<file path="src/rtl/imm_encoder.sv">
// imm_encoder: two-stage pipelined RISC-V immediate encoder with range check and valid/ready handshakes
//
// Ports:
//   clk_i        sole clock, rising edge
//   rst_ni       asynchronous active-low reset
//   in_valid_i   request valid
//   in_ready_o   request accepted this cycle when high together with in_valid_i
//   imm_src_i    target instruction format
//   imm_i        immediate / byte offset to encode
//   opcode_i, rd_i, rs1_i, rs2_i, funct3_i  non-immediate instruction fields
//   out_valid_o  encoded instruction valid
//   out_ready_i  consumer accepts instruction
//   instr_o      encoded instruction word (NOP when err_o)
//   err_o        immediate not representable in the selected format
//   enc_count_o  saturating count of error-free instructions delivered

package cpu_pkg;
   localparam int WIDTH = 32;
   typedef enum logic [2:0] {IMM_I, IMM_S, IMM_B, IMM_U, IMM_J} imm_src_t;
endpackage

module imm_encoder
   import cpu_pkg::*;
#(
   parameter int CNT_W = 16
) (
   input  logic             clk_i,
   input  logic             rst_ni,
   input  logic             in_valid_i,
   output logic             in_ready_o,
   input  imm_src_t         imm_src_i,
   input  logic [WIDTH-1:0] imm_i,
   input  logic [6:0]       opcode_i,
   input  logic [4:0]       rd_i,
   input  logic [4:0]       rs1_i,
   input  logic [4:0]       rs2_i,
   input  logic [2:0]       funct3_i,
   output logic             out_valid_o,
   input  logic             out_ready_i,
   output logic [31:0]      instr_o,
   output logic             err_o,
   output logic [CNT_W-1:0] enc_count_o
);
   localparam logic [31:0] NOP = 32'h0000_0013;

   logic             s1_valid, s1_err, in_err, s2_adv, accept;
   imm_src_t         s1_src;
   logic [WIDTH-1:0] s1_imm;
   logic [6:0]       s1_op;
   logic [4:0]       s1_rd, s1_rs1, s1_rs2;
   logic [2:0]       s1_f3;
   logic [31:0]      s2_instr_d;
   logic             sx11, sx12, sx20;

   // S2 can take a new word when it is empty or its word leaves this cycle
   assign s2_adv     = !out_valid_o || out_ready_i;
   assign in_ready_o = !s1_valid || s2_adv;
   assign accept     = in_valid_i && in_ready_o;

   // sign-extension checks: all bits above the format's sign bit must match it
   assign sx11 = &imm_i[WIDTH-1:11] || ~|imm_i[WIDTH-1:11];
   assign sx12 = &imm_i[WIDTH-1:12] || ~|imm_i[WIDTH-1:12];
   assign sx20 = &imm_i[WIDTH-1:20] || ~|imm_i[WIDTH-1:20];

   always_comb begin
      in_err = 1'b1;
      case (imm_src_i)
         IMM_I, IMM_S: in_err = !sx11;
         IMM_B:        in_err = !sx12 || imm_i[0];
         IMM_J:        in_err = !sx20 || imm_i[0];
         IMM_U:        in_err = |imm_i[11:0];
         default:      in_err = 1'b1;
      endcase
   end

   always_comb begin
      s2_instr_d = NOP;
      case (s1_src)
         IMM_I: s2_instr_d = {s1_imm[11:0], s1_rs1, s1_f3, s1_rd, s1_op};
         IMM_S: s2_instr_d = {s1_imm[11:5], s1_rs2, s1_rs1, s1_f3, s1_imm[4:0], s1_op};
         IMM_B: s2_instr_d = {s1_imm[12], s1_imm[10:5], s1_rs2, s1_rs1, s1_f3, s1_imm[4:1], s1_imm[11], s1_op};
         IMM_U: s2_instr_d = {s1_imm[31:12], s1_rd, s1_op};
         IMM_J: s2_instr_d = {s1_imm[20], s1_imm[10:1], s1_imm[11], s1_imm[19:12], s1_rd, s1_op};
         default: s2_instr_d = NOP;
      endcase
      if (s1_err) s2_instr_d = NOP;
   end

   always_ff @(posedge clk_i or negedge rst_ni) begin
      if (!rst_ni) begin
         s1_valid    <= 1'b0;
         s1_err      <= 1'b0;
         s1_src      <= IMM_I;
         s1_imm      <= '0;
         s1_op       <= '0;
         s1_rd       <= '0;
         s1_rs1      <= '0;
         s1_rs2      <= '0;
         s1_f3       <= '0;
         out_valid_o <= 1'b0;
         instr_o     <= '0;
         err_o       <= 1'b0;
         enc_count_o <= '0;
      end else begin
         if (in_ready_o) s1_valid <= in_valid_i;
         if (accept) begin
            s1_err <= in_err;
            s1_src <= imm_src_i;
            s1_imm <= imm_i;
            s1_op  <= opcode_i;
            s1_rd  <= rd_i;
            s1_rs1 <= rs1_i;
            s1_rs2 <= rs2_i;
            s1_f3  <= funct3_i;
         end
         if (s2_adv) out_valid_o <= s1_valid;
         if (s2_adv && s1_valid) begin
            instr_o <= s2_instr_d;
            err_o   <= s1_err;
         end
         if (out_valid_o && out_ready_i && !err_o && !(&enc_count_o))
            enc_count_o <= enc_count_o + 1'b1;
      end
   end
endmodule
</file>
<file path="config.mk">
export PLATFORM = sky130hd
export DESIGN_NAME = imm_encoder
export DESIGN_NICKNAME = d
export VERILOG_FILES = /design/src/rtl/imm_encoder.sv
export SDC_FILE = /design/constraint.sdc
export NUM_CORES = 1
export LEC_CHECK = 0
export ABC_CLOCK_PERIOD_IN_PS = 1700
export BUFFER_PORTS_ARGS = -buffer_cell sky130_fd_sc_hd__clkbuf_2
export CORE_UTILIZATION = 49
export DETAILED_ROUTE_END_ITERATION = 12
export PLACE_DENSITY_LB_ADDON = 0.08
export SLEW_MARGIN = 20
export SYNTH_ARGS = -nofsm -noshare
export SYNTH_HDL_FRONTEND = slang
export SYNTH_SLANG_ARGS = --single-unit
</file>
<file path="constraint.sdc">
create_clock -name clk_i -period 1.7 [get_ports clk_i]
set_input_delay 0 -clock clk_i [delete_from_list [all_inputs] [get_ports clk_i]]
set_output_delay 0 -clock clk_i [all_outputs]
set_load 0.02 [all_outputs]
</file>
==> flow_summary.ini, run 1 <==
[critical_path]
rr_worst_depth = 6
cp_data_arrival_time_ns = 1.94
start_kind = flip-flop
crit_start = enc_count_o[10]$_DFFE_PN0P_
r2r_start = enc_count_o[10]$_DFFE_PN0P_
crit_type = reg2reg
end_kind = flip-flop
path_max_fanout = 8
cp_data_required_time_ns = 1.99

[route]
drc = 0
vias_per_cell = 5.385
routedWlPerCell_um = 16.49
drtPass1Iterations = 4
drtAntennaViolNets = 0
wl_mm = 13.01
vias = 4249
drtIter0Drc = 173

[layout]
most-common-layout-cells = 114 x clkbuf_2, 104 x dfrtp_1, 72 x mux2_2
seq_area_um2 = 2813
final_util = 0.6855
num_antenna_cells = 0
multi_input_area_um2 = 2290
final_nets = 713
synthToLayoutAreaGrowth_pct = 36.44
mostFrequentLayoutCell = clkbuf_2
instances_no_fill = 789
fin_area_um2 = 7013
drive_above_1_share = 0.4119
fill_cells = 799

[floorplan]
io_pins = 115
num_rows = 37
start_util = 0.5024
chipHeight_um = 104.4
die_area_um2 = 10900
die_width_um = 104.4
core-area_um2 = 10230

[placement]
hpwlAfterDp_mm = 8.815
pre_cts_slack_ns = -0.03967
dpl.cell_count = 706
post_dp_cell_area_um2 = 6086
io_buffers = 114
gp_congestion = 0.8271

[hold_path]
hold_path.class = in2async

[clock_tree]
clkSinkCount = 112
numCtsBuffers = 9
cts_tree = built
clk_latency_ns = 0.37
htreeDepth = 3
path_clk_slew_ns = 0.10
ctsRootBufferMaster = clkbuf_8
clockBufferDepth = 2

[power_and_ir_drop]
static-leakage-power_uw = 0.003218
p_int_uw = 4531
comb_power_share = 0.278
netSwitchingPower_uw = 2071
irDropWorstVdd_mv = 0.6119
seq_power_share = 0.494
p_clk_frac = 0.228
power.share.switching = 0.3137
power_density_nw_per_um2 = 941.3

[sta]
fin_skew_ns = 0.005635
worst_pin_slew_ns = 0.5022
drv_slew = 0
min_period_ns = 1.651
finalHoldViolCount = 0
maxSlewHeadroom = 0.6629
setup_slack_ns = 0.04915
setup_tns_ns = 0
rsz0062_at_grt = true
min_period_over_period = 0.9711
finalSetupViolCount = 0
fmax_mhz = 605.7

[global_routing]
gr-total-overflow = 0
grtUsageTotal = 0.2504
grt_pass1_wl_mm = 21.54
antenna_found_initial = 0
grt_pass1_vias = 4243
grt_max_degree = 53

[yosys]
synth_edf_count = 0
async_flop_share = 1.000
synth.yosys.seq_area_share = 0.5453
yosysUniqueCellTypes = 39
ys_ff_latch = 112
synth_cells = 444
syn_area_um2 = 5140
syn_area_per_cell_um2 = 11.58
synth_warnings = 0
synthFlopType = dfrtp_1
syn_nets = 509

[status]
status = complete, no violations

[flow_run]
maxCapViolCount = 0
## what timing repair did
item / in CTS / in global routing
resized for setup: 3 / 22
pin swaps: 2 / 8
hold buffers: 63 / 0
setup buffers: 3 / 1
setup endpoints to repair: 24 / 27
endpoints found under the hold margin: 174 / 0
## area by class of cell
class / instances / area share
Clock buffer: 12 / 0.02212
Clock inverter: 4 / 0.004103
Inverter: 1 / 0.0005352
Multi-Input combinational cell: 305 / 0.3265
Sequential cell: 112 / 0.4011
Tap cell: 136 / 0.02426
Timing Repair Buffer: 219 / 0.2214
## logic make-up after synthesis
group | synth area share
AND/OR/NAND/NOR | 0.1215
buffers and inverters | 0.02385
multiplexers | 0.1616
AO/OA/AOI/OAI | 0.1198
flip-flops | 0.5453
XOR/XNOR | 0.02556
adder cells (fa/ha/maj) | 0.002434
## layer usage
metal / GRT usage / routed length (um) / vias to the layer above
met4: 0.1010 / 235 / 0
met3: 0.03008 / 658 / 17
met5: 0 / 0 / -
li1: - / - / 2025
met2: 0.3770 / 6035 / 132
met1: 0.3677 / 6084 / 2075
## per-stage QoR
stage / hold WS, ns / total power (uW)
final: 0.08068 / 6601
after global routing: 0.1079 / 6966
after CTS: 0.09278 / 6588
after detailed placement: -0.05156 / 4971
after global placement: -0.05612 / 4926
after floorplan: -0.2956 / 4285
## flip-flops by register name, summed over array words and instances, names as in the netlist
signal / flops
s1_op: 7
s1_valid: 1
s1_rs2: 5
enc_count_o: 16
s1_rs1: 5
err_o: 1
instr_o: 32
s1_src: 3
s1_rd: 5
out_valid_o: 1
s1_imm: 32
s1_err: 1
s1_f3: 3
## critical path, stage by stage (launching register included)
cell and delay (ns):
dfrtp_2 0.40, and4_4 0.22, nand2_2 0.05, o41a_1 0.49, buf_6 0.20, nand3_2 0.08
xnor2_1 0.13
## final timing paths
| kind | to | slack (ns) |
|---|---|---|
| worst max-delay path | enc_count_o[10]$_DFFE_PN0P_ | 0.05 |
| worst max register to register | enc_count_o[10]$_DFFE_PN0P_ | 0.05 |
| min in group clk_i | s1_rs1[1]$_DFFE_PN0P_ | 0.39 |
| max in group asynchronous | s1_src[0]$_DFFE_PN0P_ | 0.91 |
| worst min-delay path | s1_op[2]$_DFFE_PN0P_ | 0.08 |
| worst min register to register | instr_o[21]$_DFFE_PN0P_ | 0.49 |
## synth_stat cells (5+ instances only)
| cell | number | area [um2] |
|---|---|---|
| xnor2_1 | 12 | 105.1 |
| nor2_1 | 19 | 71.32 |
| a22o_1 | 13 | 113.9 |
| mux2_2 | 72 | 810.8 |
| dfrtp_1 | 112 | 2803 |
| nand3_1 | 9 | 45.04 |
| a22oi_1 | 16 | 120.1 |
| a21oi_1 | 29 | 145.1 |
| nand4_1 | 9 | 56.30 |
| and3_1 | 5 | 31.28 |
| o22ai_1 | 9 | 56.30 |
| nor2b_1 | 20 | 125.1 |
| buf_2 | 11 | 55.05 |
| o21ai_0 | 19 | 95.09 |
| clkbuf_1 | 11 | 41.29 |
| nand2_1 | 33 | 123.9 |
| nor4_1 | 8 | 50.05 |
## power by group through the flow
stage               clock [uW]  combinational, uW  sequential [uW]
global route              1640               2020             3300
CTS                       1540               1800             3250
global placement             0               1640             3290
detailed placement           0               1670             3300
finish                    1510               1830             3260
floorplan                    0                889             3400
Note: power is estimated with default switching activity, not from simulation.
==> run 2: changes to the inputs <==
--- a/config.mk
+++ b/config.mk
@@ -5,9 +5,11 @@
 export SDC_FILE = /design/constraint.sdc
 export NUM_CORES = 1
 export LEC_CHECK = 0
+export ABC_AREA = 1
 export ABC_CLOCK_PERIOD_IN_PS = 1700
 export BUFFER_PORTS_ARGS = -buffer_cell sky130_fd_sc_hd__clkbuf_2
-export CORE_UTILIZATION = 49
+export CORE_UTILIZATION = 51
+export CTS_BUF_LIST = sky130_fd_sc_hd__clkbuf_4
 export DETAILED_ROUTE_END_ITERATION = 12
 export PLACE_DENSITY_LB_ADDON = 0.08
 export SLEW_MARGIN = 20
==> flow_summary.ini, run 2 <==
[global_routing]
grt_pass1_wl_mm = 22.22
grt_pass1_vias = 4727
grt_max_degree = 65
gr-total-overflow = 0
antenna_found_initial = 0
grtUsageTotal = 0.2796

[critical_path]
path_max_fanout = 7
start_kind = flip-flop
worstPathCellList = ha_2 > nand3_1 > inv_2 > and2_2 > nand3_4 > nand2_8 > o21ai_0 > nand2_1
cp_data_required_time_ns = 2.06
crit_type = reg2reg
path_buf_inv = 1
end_kind = flip-flop
crit_family = simple AND/OR/NAND/NOR gates
crit_slowest_cell = dfrtp_1
cp_data_arrival_time_ns = 1.94
cpPeakStageDelay_ns = 0.43

[sta]
min_period_over_period = 0.9316
finalHoldViolCount = 0
finalSetupViolCount = 0
worst_pin_slew_ns = 0.6255
min_period_ns = 1.584
holdWs_ns = 0.06972
fin_skew_ns = 0.01890
fmax_mhz = 631.4
setup_slack_ns = 0.1163
drv_slew = 0
maxSlewHeadroom = 0.5815

[yosys]
syn_area_per_cell_um2 = 8.121
syn_nets = 699
synth.yosys.seq_area_share = 0.5443
synth_top_family_by_area = simple AND/OR/NAND/NOR gates
synthFlopType = dfrtp_1
ys_top_cells_by_area = dfrtp_1 54%, nand2_1 18%, o21ai_0 5.4%
synth-compound-area-share = 0.1145
synth_cells = 634
synthMuxAreaShare = 0
yosys.area_share.adder = 0.002430
ys_ff_latch = 112
synth_warnings = 0
synthTopCellsByCount = 249 x nand2_1, 112 x dfrtp_1, 57 x inv_1
synth_largest_area_cell = dfrtp_1
async_flop_share = 1.000
synth_xor_area_frac = 0.01701
yosysUniqueCellTypes = 31
synth_edf_count = 0
synth.most_common_cell = nand2_1
yosys.area_share.simple = 0.2566
synth.top_cell.area_share = 0.5443
syn_area_um2 = 5149

[floorplan]
die_area_um2 = 10500
core-area_um2 = 9774
chipHeight_um = 102.5
io_pins = 115
num_rows = 36
start_util = 0.5268
die_width_um = 102.5

[clock_tree]
htreeDepth = 3
numCtsBuffers = 9
cts_setup_buffers = 0
ctsRootBufferMaster = clkbuf_4
clockBufferDepth = 2
path_clk_slew_ns = 0.16
clk_latency_ns = 0.45
clkSinkCount = 112
cts_tree = built

[layout]
final_util = 0.6888
reg_top3 = instr_o: 32 flops, s1_imm: 32 flops, enc_count_o: 16 flops
synthToLayoutAreaGrowth_pct = 30.77
fin_area_um2 = 6733
most-common-layout-cells = 248 x nand2_1, 113 x clkbuf_2, 112 x dfrtp_1
mostFrequentLayoutCell = nand2_1
final_nets = 876
num_antenna_cells = 0
drive_above_1_share = 0.1939

[placement]
post_dp_cell_area_um2 = 5897
gp_congestion = 0.8707
hpwlAfterDp_mm = 8.941
pre_cts_slack_ns = 0.005908
io_buffers = 114

[route]
drc = 0
drtIter0Drc = 228
drtPass1Iterations = 5
drtAntennaViolNets = 0
vias = 4882
vias_per_cell = 5.150
routedWlPerCell_um = 14.80
wl_mm = 14.03

[hold_path]
hold_path.class = in2async

[power_and_ir_drop]
irDropWorstVdd_mv = 0.4906
power_uw = 6737
static-leakage-power_uw = 0.003471
power_density_nw_per_um2 = 1001

[status]
status = complete, no violations

[flow_run]
maxCapViolCount = 0
## run 2: changes by cell type in the layout (fill, tap and decap cells not counted), sizes merged, moves of 20 or more
cell,change
nor2,+26
inv,+60
o21ai,+43
buf,-33
a21oi,-25
nand2,+219
nor2b,-20
mux2,-72
## run 2: path summary, 6_finish.rpt
| check | depth (start not counted) | startpoint | slack [ns] | to |
|---|---|---|---|---|
| setup / recovery | 8 | enc_count_o[1]$_DFFE_PN0P_ | 0.12 | enc_count_o[4]$_DFFE_PN0P_ |
| hold / removal | 2 | rst_ni | 0.07 | s1_rd[2]$_DFFE_PN0P_ |
| setup reg to reg | 8 | enc_count_o[1]$_DFFE_PN0P_ | 0.12 | enc_count_o[4]$_DFFE_PN0P_ |
| hold reg to reg | 2 | s1_f3[2]$_DFFE_PN0P_ | 0.50 | s1_f3[2]$_DFFE_PN0P_ |
| max in group asynchronous | 3 | rst_ni | 1.00 | s1_imm[9]$_DFFE_PN0P_ |
| min in group clk_i | 4 | in_valid_i | 0.08 | s1_valid$_DFFE_PN0N_ |
## run 2: power breakdown
part           switching (uW)  internal [uW]  leakage (uW)  total [uW]
sequential                280           3070       0.00141        3350
combinational            1240            692       0.00198        1930
clock                     820            641     0.0000836        1460
total                    2340           4400       0.00347        6740
## run 2: through the flow
step                      cells  setup TNS [ns]
after floorplan             634               0
after global routing        948        -0.01070
final                       948               0
after detailed placement    868               0
after global placement      868               0
after CTS                   945               0
## run 2: cell type report
cell class / count / area (um2)
Clock buffer: 12 / 90.09
Clock inverter: 3 / 67.56
Fill cell: 851 / 3042
Inverter: 61 / 241.5
Multi-Input combinational cell: 441 / 2043
Sequential cell: 112 / 2803
Tap cell: 133 / 166.4
Timing Repair Buffer: 184 / 1304
Timing Repair inverter: 2 / 17.52
## run 2: kinds of logic (layout without fill, tap and decap cells)
logic type      count (synthesis)  after routing
xor+xnor                       10             10
simple gates                  330            331
compound gates                 99             99
flops                         112            112
buf+inv                        82            262
fa+ha+maj                       1              1
## run 2: timing repair
action                                  CTS  global route
resized for setup                         1             8
endpoints found under the setup margin    3            14
cloned                                    0             3
hold buffers                             62             0
endpoints found under the hold margin   175             0
## run 2: per-layer routing
metal | up-vias | part of all wire | routed length, um | global-route usage
met5 | - | 0 | 0 | 0
met2 | 177 | 0.47 | 6627 | 0.4518
met3 | 32 | 0.055 | 777 | 0.04446
li1 | 2374 | - | - | -
met4 | 0 | 0.023 | 329 | 0.1022
met1 | 2299 | 0.45 | 6296 | 0.3819
==> run 3: changes to the inputs <==
--- a/config.mk
+++ b/config.mk
@@ -7,7 +7,8 @@
 export LEC_CHECK = 0
 export ABC_AREA = 1
 export ABC_CLOCK_PERIOD_IN_PS = 1700
-export BUFFER_PORTS_ARGS = -buffer_cell sky130_fd_sc_hd__clkbuf_2
+export BUFFER_PORTS_ARGS = -buffer_cell sky130_fd_sc_hd__buf_4
+export CORE_MARGIN = 2
 export CORE_UTILIZATION = 51
 export CTS_BUF_LIST = sky130_fd_sc_hd__clkbuf_4
 export DETAILED_ROUTE_END_ITERATION = 12
==> flow_summary.ini, run 3 (same netlist as run 2, synthesis figures left out) <==
[placement]
pre_cts_slack_ns = 0.01821
gp_congestion = 0.9208
hpwlAfterDp_mm = 9.500
io_buffers = 114

[route]
vias_per_cell = 5.178
drc = 0
wl_mm = 14.02
vias = 4935
drtPass1Iterations = 5
routedWlPerCell_um = 14.71
drtAntennaViolNets = 0
drtIter0Drc = 380

[global_routing]
grt_pass1_wl_mm = 22.90
antenna_found_initial = 0
grtUsageTotal = 0.2627
gr-total-overflow = 0
grt_max_degree = 65
grt_pass1_vias = 4669

[clock_tree]
path_clk_slew_ns = 0.20
htreeDepth = 3
cts_tree = built
ctsRootBufferMaster = clkbuf_4
clockBufferDepth = 2
clk_latency_ns = 0.47
numCtsBuffers = 9
clkSinkCount = 112

[sta]
min_period_over_period = 0.9315
setup_tns_ns = 0
fin_skew_ns = 0.03507
rsz0062_at_grt = false
fmax_mhz = 631.5
min_period_ns = 1.583
finalHoldViolCount = 0
maxSlewHeadroom = 0.6035
worst_pin_slew_ns = 0.5948
finalSetupViolCount = 0
drv_slew = 0
setup_slack_ns = 0.1165

[layout]
reg_top3 = instr_o: 32 flops, s1_imm: 32 flops, enc_count_o: 16 flops
most-common-layout-cells = 246 x nand2_1, 125 x buf_4, 112 x dfrtp_1
synthToLayoutAreaGrowth_pct = 36.35
mostFrequentLayoutCell = nand2_1
final_nets = 880
num_antenna_cells = 0
final_util = 0.7183
drive_above_1_share = 0.2037

[critical_path]
start_kind = flip-flop
end_kind = flip-flop
crit_start = enc_count_o[1]$_DFFE_PN0P_
ff2ff_setup_slack_ns = 0.12
rr_worst_depth = 9
crit_type = reg2reg
cp_data_arrival_time_ns = 1.95
r2r_start = enc_count_o[1]$_DFFE_PN0P_
timing.rr.end = enc_count_o[4]$_DFFE_PN0P_
cp_data_required_time_ns = 2.06
path_max_fanout = 10

[floorplan]
die_area_um2 = 10920
start_util = 0.5268
num_rows = 36
core-area_um2 = 9774
die_width_um = 104.5
chipHeight_um = 104.5
io_pins = 115

[power_and_ir_drop]
irDropWorstVdd_mv = 0.5225
power_density_nw_per_um2 = 980.9
static-leakage-power_uw = 0.003552

[status]
status = complete, no violations

[hold_path]
hold_path.class = in2async

[flow_run]
maxCapViolCount = 0
run 3: changes by cell type in the layout (fill, tap and decap cells not counted), sizes merged:
cell	change
clkbuf	-116
clkinvlp	+1
clkinv	+2
bufinv	-1
buf	+118
inv	+1
run 3: power by group:
| part | internal, uW | switching, uW |
|---|---|---|
| logic | 869 | 1240 |
| registers | 3070 | 290 |
| clock network | 482 | 938 |
run 3: stage by stage:
| stage | hold slack (ns) | std cells | area (um2) | total power (uW) |
|---|---|---|---|---|
| after CTS | 0.01358 | 948 | 6952 | 6827 |
| final | 0.009949 | 953 | 7020 | 6887 |
| after global placement | -0.01581 | 870 | 6170 | 5275 |
| after floorplan | -0.2956 | 634 | 5149 | 4463 |
| after global routing | 0.02610 | 953 | 7020 | 7276 |
| after detailed placement | -0.01394 | 870 | 6170 | 5324 |
run 3: metal layers:
layer / global-route usage / vias to the layer above / wire length [um] / part of all wire
li1: - / 2378 / - / -
met1: 0.3723 / 2347 / 6238 / 0.44
met2: 0.4253 / 186 / 6771 / 0.48
met3: 0.03383 / 24 / 764 / 0.054
met4: 0.07722 / 0 / 248 / 0.018
met5: 0 / - / 0 / 0
run 3: worst max-delay path by stage:
stage	end	slack, ns	cells past startpoint
after floorplan	enc_count_o[4]$_DFFE_PN0P_	0.02	9
after global placement	enc_count_o[2]$_DFFE_PN0P_	0.08	10
after detailed placement	enc_count_o[2]$_DFFE_PN0P_	0.02	10
after CTS	enc_count_o[2]$_DFFE_PN0P_	0.03	10
after global routing	enc_count_o[2]$_DFFE_PN0P_	0.003	10
final	enc_count_o[4]$_DFFE_PN0P_	0.12	9
run 3: critical path, stage by stage, from the launching register on:
cell and delay (ns):
dfrtp_1 0.41, ha_2 0.21, nand3_2 0.10, inv_2 0.08
and2_2 0.15, nand3_2 0.11, nand2_4 0.20, clkinv_8 0.09
nand3b_1 0.09, nand2_1 0.05
run 3: repair_timing:
| action | CTS | global route |
|---|---|---|
| hold buffers | 62 | 0 |
| endpoints found under the hold margin | 176 | 0 |
| endpoints found under the setup margin | 1 | 31 |
| cloned | 0 | 2 |
| setup buffers | 0 | 3 |
| resized for setup | 1 | 11 |
| pin swaps | 0 | 1 |
run 3: cell type report:
type | instances | area, um2
Inverter | 61 | 245.2
Tap cell | 133 | 166.4
Timing Repair Buffer | 189 | 1599
Timing Repair inverter | 1 | 8.758
Clock buffer | 9 | 67.56
Multi-Input combinational cell | 441 | 2039
Sequential cell | 112 | 2803
Fill cell | 781 | 2754
Clock inverter | 7 | 91.34
